`config.mk`:
```
export PLATFORM = sky130hd
export DESIGN_NAME = rs232_transceiver
export DESIGN_NICKNAME = d
export VERILOG_FILES = /design/src/rtl/rs232_transceiver.sv
export SDC_FILE = /design/constraint.sdc
export NUM_CORES = 1
export LEC_CHECK = 0
export CORE_MARGIN = 3
export CORE_UTILIZATION = 63
export DETAILED_ROUTE_END_ITERATION = 8
export PLACE_DENSITY = 0.85
export SKIP_LAST_GASP = 1
export SYNTH_ARGS = -nofsm -noshare
export SYNTH_HDL_FRONTEND = slang
export SYNTH_SLANG_ARGS = --single-unit
```
`constraint.sdc`:
```
create_clock -name clk -period 3.9 [get_ports clk]
set_input_delay 0.39 -clock clk [delete_from_list [all_inputs] [get_ports clk]]
set_output_delay 0.39 -clock clk [all_outputs]
set_load 0.1 [all_outputs]
```
`src/rtl/rs232_transceiver.sv`:
```
// Full-duplex RS232 transceiver: tick divider, TX/RX frame FSMs,
// 16x-oversampled receive with 2-flop synchroniser and an RX FIFO.
module rs232_transceiver #(
  parameter int DATA_WIDTH  = 9,
  parameter int CLK_DIV     = 4,
  parameter int OVERSAMPLE  = 16,
  parameter int PARITY_MODE = 0,
  parameter int STOP_BITS   = 1,
  parameter int FIFO_DEPTH  = 4
) (
  input  logic                        clk,
  input  logic                        reset,
  input  logic [DATA_WIDTH:1]         transmit_data,
  input  logic                        transmit_data_en,
  output logic                        transmitting_data,
  output logic                        serial_data_out,
  input  logic                        serial_data_in,
  input  logic                        receive_data_en,
  output logic [DATA_WIDTH:1]         received_data,
  output logic                        data_received,
  input  logic                        read_en,
  output logic [$clog2(FIFO_DEPTH):0] rx_count,
  output logic                        receiving_data,
  output logic                        parity_error,
  output logic                        framing_error,
  output logic                        overrun,
  input  logic                        clear_errors
);

  localparam int DIV_W  = (CLK_DIV > 1) ? $clog2(CLK_DIV) : 1;
  localparam int STOP_T = STOP_BITS * OVERSAMPLE;
  localparam int OS_W   = $clog2(STOP_T) + 1;
  localparam int BIT_W  = $clog2(DATA_WIDTH) + 1;
  localparam int AW     = $clog2(FIFO_DEPTH);
  localparam bit HAS_PAR = (PARITY_MODE != 0);
  localparam logic ODD   = (PARITY_MODE == 2);

  // ---------------- tick divider ----------------
  logic [DIV_W-1:0] div_cnt;
  logic             tick;

  assign tick = (div_cnt == DIV_W'(CLK_DIV - 1));

  always_ff @(posedge clk or posedge reset) begin
    if (reset)     div_cnt <= '0;
    else if (tick) div_cnt <= '0;
    else           div_cnt <= div_cnt + 1'b1;
  end

  // ---------------- transmitter ----------------
  typedef enum logic [2:0] {
    TX_IDLE, TX_WAIT, TX_START, TX_DATA, TX_PAR, TX_STOP
  } tx_state_t;

  tx_state_t           tx_state, tx_state_n;
  logic [OS_W-1:0]     tx_cnt, tx_cnt_n;
  logic [BIT_W-1:0]    tx_bit, tx_bit_n;
  logic [DATA_WIDTH:1] tx_sh, tx_sh_n;
  logic                tx_par, tx_par_n;
  logic [OS_W-1:0]     tx_lim;
  logic                tx_done;

  assign tx_lim  = (tx_state == TX_STOP) ? OS_W'(STOP_T - 1)
                                         : OS_W'(OVERSAMPLE - 1);
  assign tx_done = tick && (tx_cnt == tx_lim);

  always_comb begin
    tx_state_n = tx_state;
    tx_cnt_n   = tx_cnt;
    tx_bit_n   = tx_bit;
    tx_sh_n    = tx_sh;
    tx_par_n   = tx_par;
    if (tx_state != TX_IDLE && tx_state != TX_WAIT && tick)
      tx_cnt_n = tx_done ? '0 : tx_cnt + 1'b1;
    unique case (tx_state)
      TX_IDLE: begin
        if (transmit_data_en) begin
          tx_sh_n    = transmit_data;
          tx_par_n   = (^transmit_data) ^ ODD;
          tx_state_n = TX_WAIT;
        end
      end
      TX_WAIT: begin
        if (tick) begin
          tx_state_n = TX_START;
          tx_cnt_n   = '0;
        end
      end
      TX_START: begin
        if (tx_done) begin
          tx_state_n = TX_DATA;
          tx_bit_n   = '0;
        end
      end
      TX_DATA: begin
        if (tx_done) begin
          tx_sh_n = tx_sh >> 1;
          if (tx_bit == BIT_W'(DATA_WIDTH - 1))
            tx_state_n = HAS_PAR ? TX_PAR : TX_STOP;
          else
            tx_bit_n = tx_bit + 1'b1;
        end
      end
      TX_PAR:  if (tx_done) tx_state_n = TX_STOP;
      TX_STOP: if (tx_done) tx_state_n = TX_IDLE;
      default: tx_state_n = TX_IDLE;
    endcase
  end

  always_ff @(posedge clk or posedge reset) begin
    if (reset) begin
      tx_state <= TX_IDLE;
      tx_cnt   <= '0;
      tx_bit   <= '0;
      tx_sh    <= '0;
      tx_par   <= 1'b0;
    end else begin
      tx_state <= tx_state_n;
      tx_cnt   <= tx_cnt_n;
      tx_bit   <= tx_bit_n;
      tx_sh    <= tx_sh_n;
      tx_par   <= tx_par_n;
    end
  end

  // Line decoded from state so reset forces it high asynchronously.
  always_comb begin
    serial_data_out = 1'b1;
    unique case (tx_state)
      TX_START: serial_data_out = 1'b0;
      TX_DATA:  serial_data_out = tx_sh[1];
      TX_PAR:   serial_data_out = tx_par;
      default:  serial_data_out = 1'b1;
    endcase
  end

  assign transmitting_data = (tx_state != TX_IDLE);

  // ---------------- receiver ----------------
  typedef enum logic [2:0] {
    RX_IDLE, RX_START, RX_DATA, RX_PAR, RX_STOP
  } rx_state_t;

  logic                rx_s1, rx_s2, rx_prev;
  rx_state_t           rx_state, rx_state_n;
  logic [OS_W-1:0]     rx_cnt, rx_cnt_n;
  logic [BIT_W-1:0]    rx_bit, rx_bit_n;
  logic [DATA_WIDTH:1] rx_sh, rx_sh_n;
  logic [OS_W-1:0]     rx_lim;
  logic                rx_hit;
  logic                push_req, push_n;
  logic                par_set, frm_set, ovr_set;

  always_ff @(posedge clk or posedge reset) begin
    if (reset) begin
      rx_s1   <= 1'b1;
      rx_s2   <= 1'b1;
      rx_prev <= 1'b1;
    end else begin
      rx_s1   <= serial_data_in;
      rx_s2   <= rx_s1;
      rx_prev <= rx_s2;
    end
  end

  // START waits half a bit, so later samples land mid-bit.
  assign rx_lim = (rx_state == RX_START) ? OS_W'(OVERSAMPLE / 2 - 1)
                                         : OS_W'(OVERSAMPLE - 1);
  assign rx_hit = tick && (rx_cnt == rx_lim);

  always_comb begin
    rx_state_n = rx_state;
    rx_cnt_n   = rx_cnt;
    rx_bit_n   = rx_bit;
    rx_sh_n    = rx_sh;
    push_n     = 1'b0;
    par_set    = 1'b0;
    frm_set    = 1'b0;
    if (rx_state != RX_IDLE && tick)
      rx_cnt_n = rx_hit ? '0 : rx_cnt + 1'b1;
    unique case (rx_state)
      RX_IDLE: begin
        if (rx_prev && !rx_s2) begin
          rx_state_n = RX_START;
          rx_cnt_n   = '0;
        end
      end
      RX_START: begin
        if (rx_hit) begin
          rx_state_n = rx_s2 ? RX_IDLE : RX_DATA;
          rx_bit_n   = '0;
        end
      end
      RX_DATA: begin
        if (rx_hit) begin
          rx_sh_n = {rx_s2, rx_sh[DATA_WIDTH:2]};
          if (rx_bit == BIT_W'(DATA_WIDTH - 1))
            rx_state_n = HAS_PAR ? RX_PAR : RX_STOP;
          else
            rx_bit_n = rx_bit + 1'b1;
        end
      end
      RX_PAR: begin
        if (rx_hit) begin
          par_set    = (rx_s2 != ((^rx_sh) ^ ODD));
          rx_state_n = RX_STOP;
        end
      end
      RX_STOP: begin
        if (rx_hit) begin
          rx_state_n = RX_IDLE;
          push_n     = rx_s2;
          frm_set    = !rx_s2;
        end
      end
      default: rx_state_n = RX_IDLE;
    endcase
    if (!receive_data_en) begin
      rx_state_n = RX_IDLE;
      push_n     = 1'b0;
      par_set    = 1'b0;
      frm_set    = 1'b0;
    end
  end

  always_ff @(posedge clk or posedge reset) begin
    if (reset) begin
      rx_state <= RX_IDLE;
      rx_cnt   <= '0;
      rx_bit   <= '0;
      rx_sh    <= '0;
      push_req <= 1'b0;
    end else begin
      rx_state <= rx_state_n;
      rx_cnt   <= rx_cnt_n;
      rx_bit   <= rx_bit_n;
      rx_sh    <= rx_sh_n;
      push_req <= push_n;
    end
  end

  assign receiving_data = (rx_state != RX_IDLE);

  // ---------------- RX FIFO ----------------
  logic [DATA_WIDTH:1] mem [FIFO_DEPTH];
  logic [AW-1:0]       wr_ptr, rd_ptr;
  logic [AW:0]         count;
  logic                pop, full, wr;

  assign pop     = read_en && (count != '0);
  assign full    = (count == (AW+1)'(FIFO_DEPTH));
  assign wr      = push_req && (!full || pop);
  assign ovr_set = push_req && full && !pop;

  always_ff @(posedge clk) begin
    if (wr) mem[wr_ptr] <= rx_sh;
  end

  always_ff @(posedge clk or posedge reset) begin
    if (reset) begin
      wr_ptr <= '0;
      rd_ptr <= '0;
      count  <= '0;
    end else begin
      if (wr)  wr_ptr <= wr_ptr + 1'b1;
      if (pop) rd_ptr <= rd_ptr + 1'b1;
      unique case ({wr, pop})
        2'b10:   count <= count + 1'b1;
        2'b01:   count <= count - 1'b1;
        default: count <= count;
      endcase
    end
  end

  assign data_received = (count != '0);
  assign rx_count      = count;
  assign received_data = data_received ? mem[rd_ptr] : '0;

  // ---------------- sticky flags (set beats clear) ----------------
  always_ff @(posedge clk or posedge reset) begin
    if (reset) begin
      parity_error  <= 1'b0;
      framing_error <= 1'b0;
      overrun       <= 1'b0;
    end else begin
      parity_error  <= par_set | (parity_error & ~clear_errors);
      framing_error <= frm_set | (framing_error & ~clear_errors);
      overrun       <= ovr_set | (overrun & ~clear_errors);
    end
  end

endmodule
```
# Word-level counts from Yosys, hierarchy flattened
# Memory sizes are Yosys's and may differ from the RTL's.
# Cells that the tools add are included.
op_classes:
  add_sub_neg: 9
  eq_ne: 36
  mux: 52
  bitwise: 7
  n_reduce_logical: 32
op_table:
  columns: ["operator", "n"]
  rows:
  - ["5-bit 2-to-1 mux", 14]
  - ["3-bit 2-to-1 mux", 14]
  - ["9-bit 2-to-1 mux", 3]
  - ["2-bit inequality test, second input constant", 11]
  - ["5-bit by 1-bit adder with 5-bit output, second input constant", 4]
  - ["5-bit case mux with 2 select lines", 2]
  - ["3-bit inequality test, second input constant", 6]
  - ["3-bit case mux with 6 select lines", 1]
  - ["9-bit case mux with 2 select lines", 1]
  - ["9-bit XOR reduction", 2]
  - ["5-bit by 4-bit equality test with 1-bit output, second input constant", 3]
  - ["3-bit case mux with 5 select lines", 1]
  - ["3-bit by 2-bit equality test with 1-bit output, second input constant", 4]
  - ["3-bit equality test, second input constant", 4]
  - ["1-bit 2-to-1 mux", 11]
  - ["1-bit logical AND", 10]
  - ["3-bit nonzero test", 3]
  - ["4-bit AND reduction", 2]
  - ["2-bit nonzero test", 4]
  - ["7-bit AND reduction", 1]
  - ["2-bit by 1-bit adder with 2-bit output, second input constant", 3]
  - ["3-bit by 1-bit equality test with 1-bit output, second input constant", 2]
  - ["3-bit zero test", 2]
  - ["3-bit case mux with 2 select lines", 1]
  - ["other kinds (18)", 27]
totals:
  ff_bits: 61
  ramBits: 36
  word_cells: 157
  n_memories: 1
mem_list:
  columns: ["name", "depth", "width", "read_ports", "rd_ports_with_merged_regs", "write_ports", "line_no", "source"]
  rows:
  - ["mem", 4, 9, 1, 0, 1, "245", "logic [DATA_WIDTH:1] mem [FIFO_DEPTH];"]

# Logic depth before layout (Yosys ltp)
# Gate-level depths: netlist of run 1.
depth:
  ltp_word: 8
  ltp_mapped: 10
  mapped_depth_nobuf: 9

# Least setup slack after synthesis of run 1
# Ideal clock, no wire load.
synth_path:
  path_kind: "reg2out"
  startpoint: "register count[0], in the netlist rx_count[0]"
  endpoint: "output received_data[1] in the netlist's numbering"
  arrival_time_ns: 3.025
  required_ns: 3.510
  setup_slack_ns: 0.485
  path_stages_with_launch: 4
  cell_sequence: "dfrtp_1 or3_1 clkbuf_1 and2_1"
synth_between:
  elab_chain_len: 2
synth_lines:
  columns: ["item", "line_no", "source"]
  rows:
  - ["start, declared", "247", "logic [AW:0] count;"]
  - ["start signal, assigned", "268", "2'b10: count <= count + 1'b1;"]
  - ["start signal, assigned", "269", "2'b01: count <= count - 1'b1;"]
  - ["start signal, assigned", "270", "default: count <= count;"]
  - ["3-bit nonzero test", "275", "assign data_received = (count != '0);"]
  - ["net data_received", "20", "output logic data_received,"]
  - ["9-bit 2-to-1 mux", "277", "assign received_data = data_received ? mem[rd_ptr] : '0;"]
  - ["end, declared", "19", "output logic [DATA_WIDTH:1] received_data,"]
# The timed path passes the listed nets, and every way through them passes these cells.

# Final worst setup path of run 1
layout_path:
  startpoint: "register rd_ptr[0]"
  endpoint: "output received_data[4] in the netlist's numbering"
layout_between:
  elab_chain_len: 2
layout_lines:
  columns: ["item", "line_no", "source"]
  rows:
  - ["start, declared", "246", "logic [AW-1:0] wr_ptr, rd_ptr;"]
  - ["start signal, assigned", "266", "if (pop) rd_ptr <= rd_ptr + 1'b1;"]
  - ["memory 4 x 9 bit", null, null]
  - ["9-bit 2-to-1 mux", "277", null]
# No other way between the ends.

==> results of run 1 <==
[Yosys cell counts (5+ instances only)]
library cell	instances
mux4_2	9
xnor2_1	16
nand2b_1	5
clkbuf_1	9
ha_1	12
edfxtp_1	36
or3_1	5
dfrtp_1	58
o21ai_0	16
xor2_1	7
nor2_1	17
inv_1	20
mux2i_1	5
a21oi_1	8
nand2_1	22
mux2_2	27
nand3_1	6
and2_1	14
[stage by stage]
stage | hold slack, ns | power [mW]
final | 0.354 | 2.25
after global routing | 0.361 | 2.36
after CTS | 0.360 | 2.26
after detailed placement | 0.347 | 1.59
after global placement | 0.345 | 1.57
after floorplan | 0.345 | 1.51
[area by class of cell]
type                       instances  area [um2]
clock buffer                      10         138
multi-input combinational        232        1890
sequential                        97        2610
tap                               96         120
timing repair buffer              35         348
clock inverter                     6        75.1
inverter                          20        75.1
fill                             449        1720
[how the worst max path moves through the flow]
stage	slack, ns	depth (start not counted)	from	to
6_report	0.69	3	rd_ptr[0]	received_data[4]
5_1_grt	0.57	3	rd_ptr[0]	received_data[4]
4_1_cts	0.66	3	rd_ptr[0]	received_data[4]
3_5_place_dp	1.06	3	rd_ptr[0]	received_data[4]
3_3_place_gp	1.13	3	rd_ptr[0]	received_data[7]
2_1_floorplan	0.48	3	rx_count[0]	received_data[1]
[metal layers]
metal / up-vias / global-route usage, % / wire length, um
li1: 1383 / - / -
met1: 1448 / 25.9 / 3410
met2: 51 / 34.5 / 4120
met3: 11 / 3.86 / 223
met4: 0 / 6.68 / 117
met5: - / 0 / 0
[cell families after synthesis]
logic type / Yosys count / share of synthesized area, %
fa+ha+maj: 13 / 3.66
simple gates: 100 / 12.1
buf+inv: 35 / 2.99
xor+xnor: 25 / 5.31
flops: 97 / 56.2
mux: 41 / 12.0
compound gates: 53 / 7.73
[flip-flops by register name, summed over array words and instances (netlist names), 3 cells and up, named ones only]
name and count:
rx_count 3, rx_cnt 5, rx_sh 9, rx_state 3, tx_sh 9, mem 36, rx_bit 5, tx_bit 5
tx_state 3
[report_power, final]
group,internal [mW],switching (mW)
Clock,0.323,0.363
Combinational,0.182,0.175
Sequential,1.14,0.0724
Total,1.64,0.610
==> flow_summary.ini, run 1 <==
[status]
status = complete, no violations

[layout]
drive_above_1_share_pct = 15.3
final_util_pct = 75.3
nets = 424
final_cell_mix = dfrtp_1 (58), edfxtp_1 (36), clkdlybuf4s50_1 (34)
final_common_cell = dfrtp_1
final_cell_area_um2 = 5260
stdcell_count = 496
diodes = 0
area_growth_syn_to_layout_pct = 13.3

[grt]
grt_pass1_vias = 2792
grt_max_degree = 43
antenna_found_initial = 0
grt.overflow.total = 0
grt_usage_pct = 20.1
grt_pass1_wl_mm = 13.3

[timing]
drv_slew = 0
setup_violations = 0
fin_ws_ns = 0.692
hold_viol = 0
fin_crit_ns = 3.21
fin_crit_sh_pct = 82.3
fmax_mhz = 312
grt_setup_unrepaired = false
slew_headroom_pct = 34.5
tightest_slew_ns = 0.980
fin_tns_setup_ns = 0
skew_ns = 0.0136

[synth]
synthArstFlopShare_pct = 62.9
synth_edf_count = 36
netlist_area_um2 = 4640
yosysUniqueCellTypes = 58
yosys_warnings = 0
synth_top_cell_by_area = dfrtp_1
dominantRegCellSynth = dfrtp_1
synth_fp_nets = 393
synth-seq-cells = 97
ys_top_cells_by_area = dfrtp_1 (31%), edfxtp_1 (23%), mux2_2 (6.5%), mux4_2 (4.4%), ha_1 (3.2%)
yosysSeqAreaShare_pct = 56.2
syn_avg_cell_area_um2 = 12.8
synth_top_cell_area_share_pct = 31.3
synth_cells = 364

[setup_path]
rrSetupSlack_ns = 1.51
worst_ep_required_time_ns = 3.51
cp_num_buf_inv = 1
criticalPathCategory = flop to primary output
start_kind = flop
worstPathArrival_ns = 2.82
end_kind = primary output
cpLargestDelayFamily = buffers and inverters
r2r-start = rx_count[1]
cpPeakStageDelay_ns = 0.96
reg2reg_depth = 9
path_cells = mux4_2, and2_1, clkdlybuf4s50_1
slowest_stage = clkdlybuf4s50_1
cp_max_fo = 11
r2r-end = rx_count[2]

[power_and_ir_drop]
irDropWorstVdd_uv = 340
power_density_nw_per_um2 = 428
leakagePower_nw = 2.18

[routing]
drtAntennaViolNets = 0
routed_wl_mm = 7.87
viasPerCell = 5.83
wl_per_cell_um = 15.9
drt_iter0_drc = 161
dr_total_vias = 2893
drt_first_pass_iters = 4
drcViolationCount = 0

[placed_design]
globalplace.congestion = 0.817
hpwl_mm = 5.65
io_buffers = 34
dpl_worst_slack_ns = 1.06
dpl.cell_count = 480
dpl_cell_area_um2 = 5050

[min_path]
holdPathEnd = rx_s2
hold_class = flop to flop
hp-start = rx_s1
min_path_cells = 0

[cts]
cts_tree = built
cts.reportedPaths.clkPinSlew_ns = 0.10
clock-sinks = 97
cts_root_buffer = clkbuf_8
post-cts-setup-buffer-count = 0
cts_made_buffers = 9
clock_latency_ns = 0.36
cts_buffer_depth = 2
ctsHoldBuffers = 0
cts_resized = 0
cts_max_level = 3

[floorplanning]
coreArea_um2 = 6980
ioPinCount = 35
die_area_um2 = 8440
start_util_pct = 66.5
core.rowCount = 30
die_h_um = 91.9
die_w_um = 91.9

[job]
cap_violations = 0
Power figures use the tool's default switching activity.
==> inputs of run 2 (changes only) <==
--- a/config.mk
+++ b/config.mk
@@ -6,9 +6,9 @@
 export NUM_CORES = 1
 export LEC_CHECK = 0
 export CORE_MARGIN = 3
-export CORE_UTILIZATION = 63
+export CORE_UTILIZATION = 58
 export DETAILED_ROUTE_END_ITERATION = 8
-export PLACE_DENSITY = 0.85
+export PLACE_DENSITY = 0.79
 export SKIP_LAST_GASP = 1
 export SYNTH_ARGS = -nofsm -noshare
 export SYNTH_HDL_FRONTEND = slang
==> constraint.sdc (replaced) <==
create_clock -name clk -period 3.3 [get_ports clk]
set_input_delay 0.33 -clock clk [delete_from_list [all_inputs] [get_ports clk]]
set_output_delay 0.33 -clock clk [all_outputs]
set_load 0.1 [all_outputs]
==> flow_summary.ini, run 2 (same netlist as run 1, synthesis figures left out) <==
[layout]
area_growth_syn_to_layout_pct = 12.3
largest_registers = mem (36), rx_sh (9), tx_sh (9)
final_cell_mix = dfrtp_1 (58), edfxtp_1 (36), mux2_2 (27)
final_common_cell = dfrtp_1
drive_above_1_share_pct = 17.7
nets = 425
largest_reg_flops = 36
diodes = 0
final_cell_area_um2 = 5210
regMostFlops = mem

[timing]
fin_ws_ns = 0.602
fin_crit_ns = 2.70
drv_slew = 0
tightest_slew_ns = 0.982
setup_violations = 0
fin_tns_setup_ns = 0
grt_setup_unrepaired = false
fmax_mhz = 371
skew_ns = 0.0123
hold_ws_ns = 0.327
slew_headroom_pct = 34.3
fin_crit_sh_pct = 81.8
hold_viol = 0

[setup_path]
end_kind = primary output
cpPeakStageDelay_ns = 1.03
r2r-end = rx_count[2]
start_kind = flop
worstPathArrival_ns = 2.37
setup.worst_path.start = rx_count[1]
criticalPathCategory = flop to primary output
cp_num_buf_inv = 1
reg2reg_depth = 9
rrSetupSlack_ns = 1.08
cp_max_fo = 11
cpLargestDelayFamily = buffers and inverters
worst_ep_required_time_ns = 2.97
r2r-start = rx_count[1]
slowest_stage = clkdlybuf4s50_1
path_cells = or3_1, clkdlybuf4s50_1

[routing]
drcViolationCount = 0
viasPerCell = 5.64
drtAntennaViolNets = 0
routed_wl_mm = 7.55
wl_per_cell_um = 15.1
dr_total_vias = 2822
drt_iter0_drc = 74
drt_first_pass_iters = 5

[status]
status = complete, no violations

[power_and_ir_drop]
power_density_nw_per_um2 = 489
irDropWorstVdd_uv = 446
leakagePower_nw = 2.19
p_total_mw = 2.55

[grt]
grt_pass1_vias = 2775
antenna_found_initial = 0
grt_max_degree = 37
grt_usage_pct = 18.3
grt.overflow.total = 0
grt_pass1_wl_mm = 12.7

[cts]
post-cts-setup-buffer-count = 0
cts_root_buffer = clkbuf_8
cts_buffer_depth = 2
cts_resized = 0
cts.reportedPaths.clkPinSlew_ns = 0.10
cts_tree = built
clock_latency_ns = 0.36
cts_made_buffers = 9
cts_max_level = 3
ctsHoldBuffers = 0
clock-sinks = 97

[floorplanning]
die_area_um2 = 9120
start_util_pct = 61.7
die_w_um = 95.5
ioPinCount = 35
core.rowCount = 31
die_h_um = 95.5
coreArea_um2 = 7520

[job]
cap_violations = 0

[placed_design]
dpl_worst_slack_ns = 0.823
io_buffers = 34
dpl_cell_area_um2 = 5030
globalplace.congestion = 0.874
hpwl_mm = 5.37

[min_path]
hold_class = input pin to asynchronous set/reset pin
[run 2: area by class of cell]
| type | count | area [um2] |
|---|---|---|
| clock buffer | 10 | 128 |
| clock inverter | 6 | 52.6 |
| fill | 552 | 2310 |
| inverter | 20 | 75.1 |
| multi-input combinational | 232 | 1890 |
| sequential | 97 | 2610 |
| tap | 99 | 124 |
| timing repair buffer | 36 | 330 |
[run 2: how the worst max path moves through the flow]
stage                  endpoint  slack [ns]  depth (start not counted)
2_1_floorplan  received_data[1]        0.45                          3
3_3_place_gp        rx_count[2]        0.89                         10
3_5_place_dp        rx_count[2]        0.82                         10
4_1_cts           data_received        0.59                          2
5_1_grt           data_received        0.50                          2
6_report          data_received        0.60                          2
[run 2: metal layers]
metal	wire [um]	up-vias	global-route usage (%)
li1	-	1379	-
met3	275	8	4.26
met4	89	0	6.16
met2	3760	54	30.4
met1	3420	1381	23.8
met5	0	-	0
[run 2: per-stage QoR]
stage	utilization (%)	cells
global placement	66.9	484
detailed placement	66.9	484
CTS	69.3	500
floorplan	-	364
global route	69.3	500
finish	69.3	500
[run 2: power breakdown]
part           switching [mW]  internal [mW]
registers              0.0675           1.34
clock network           0.416          0.285
logic                   0.221          0.218
total                   0.704           1.85
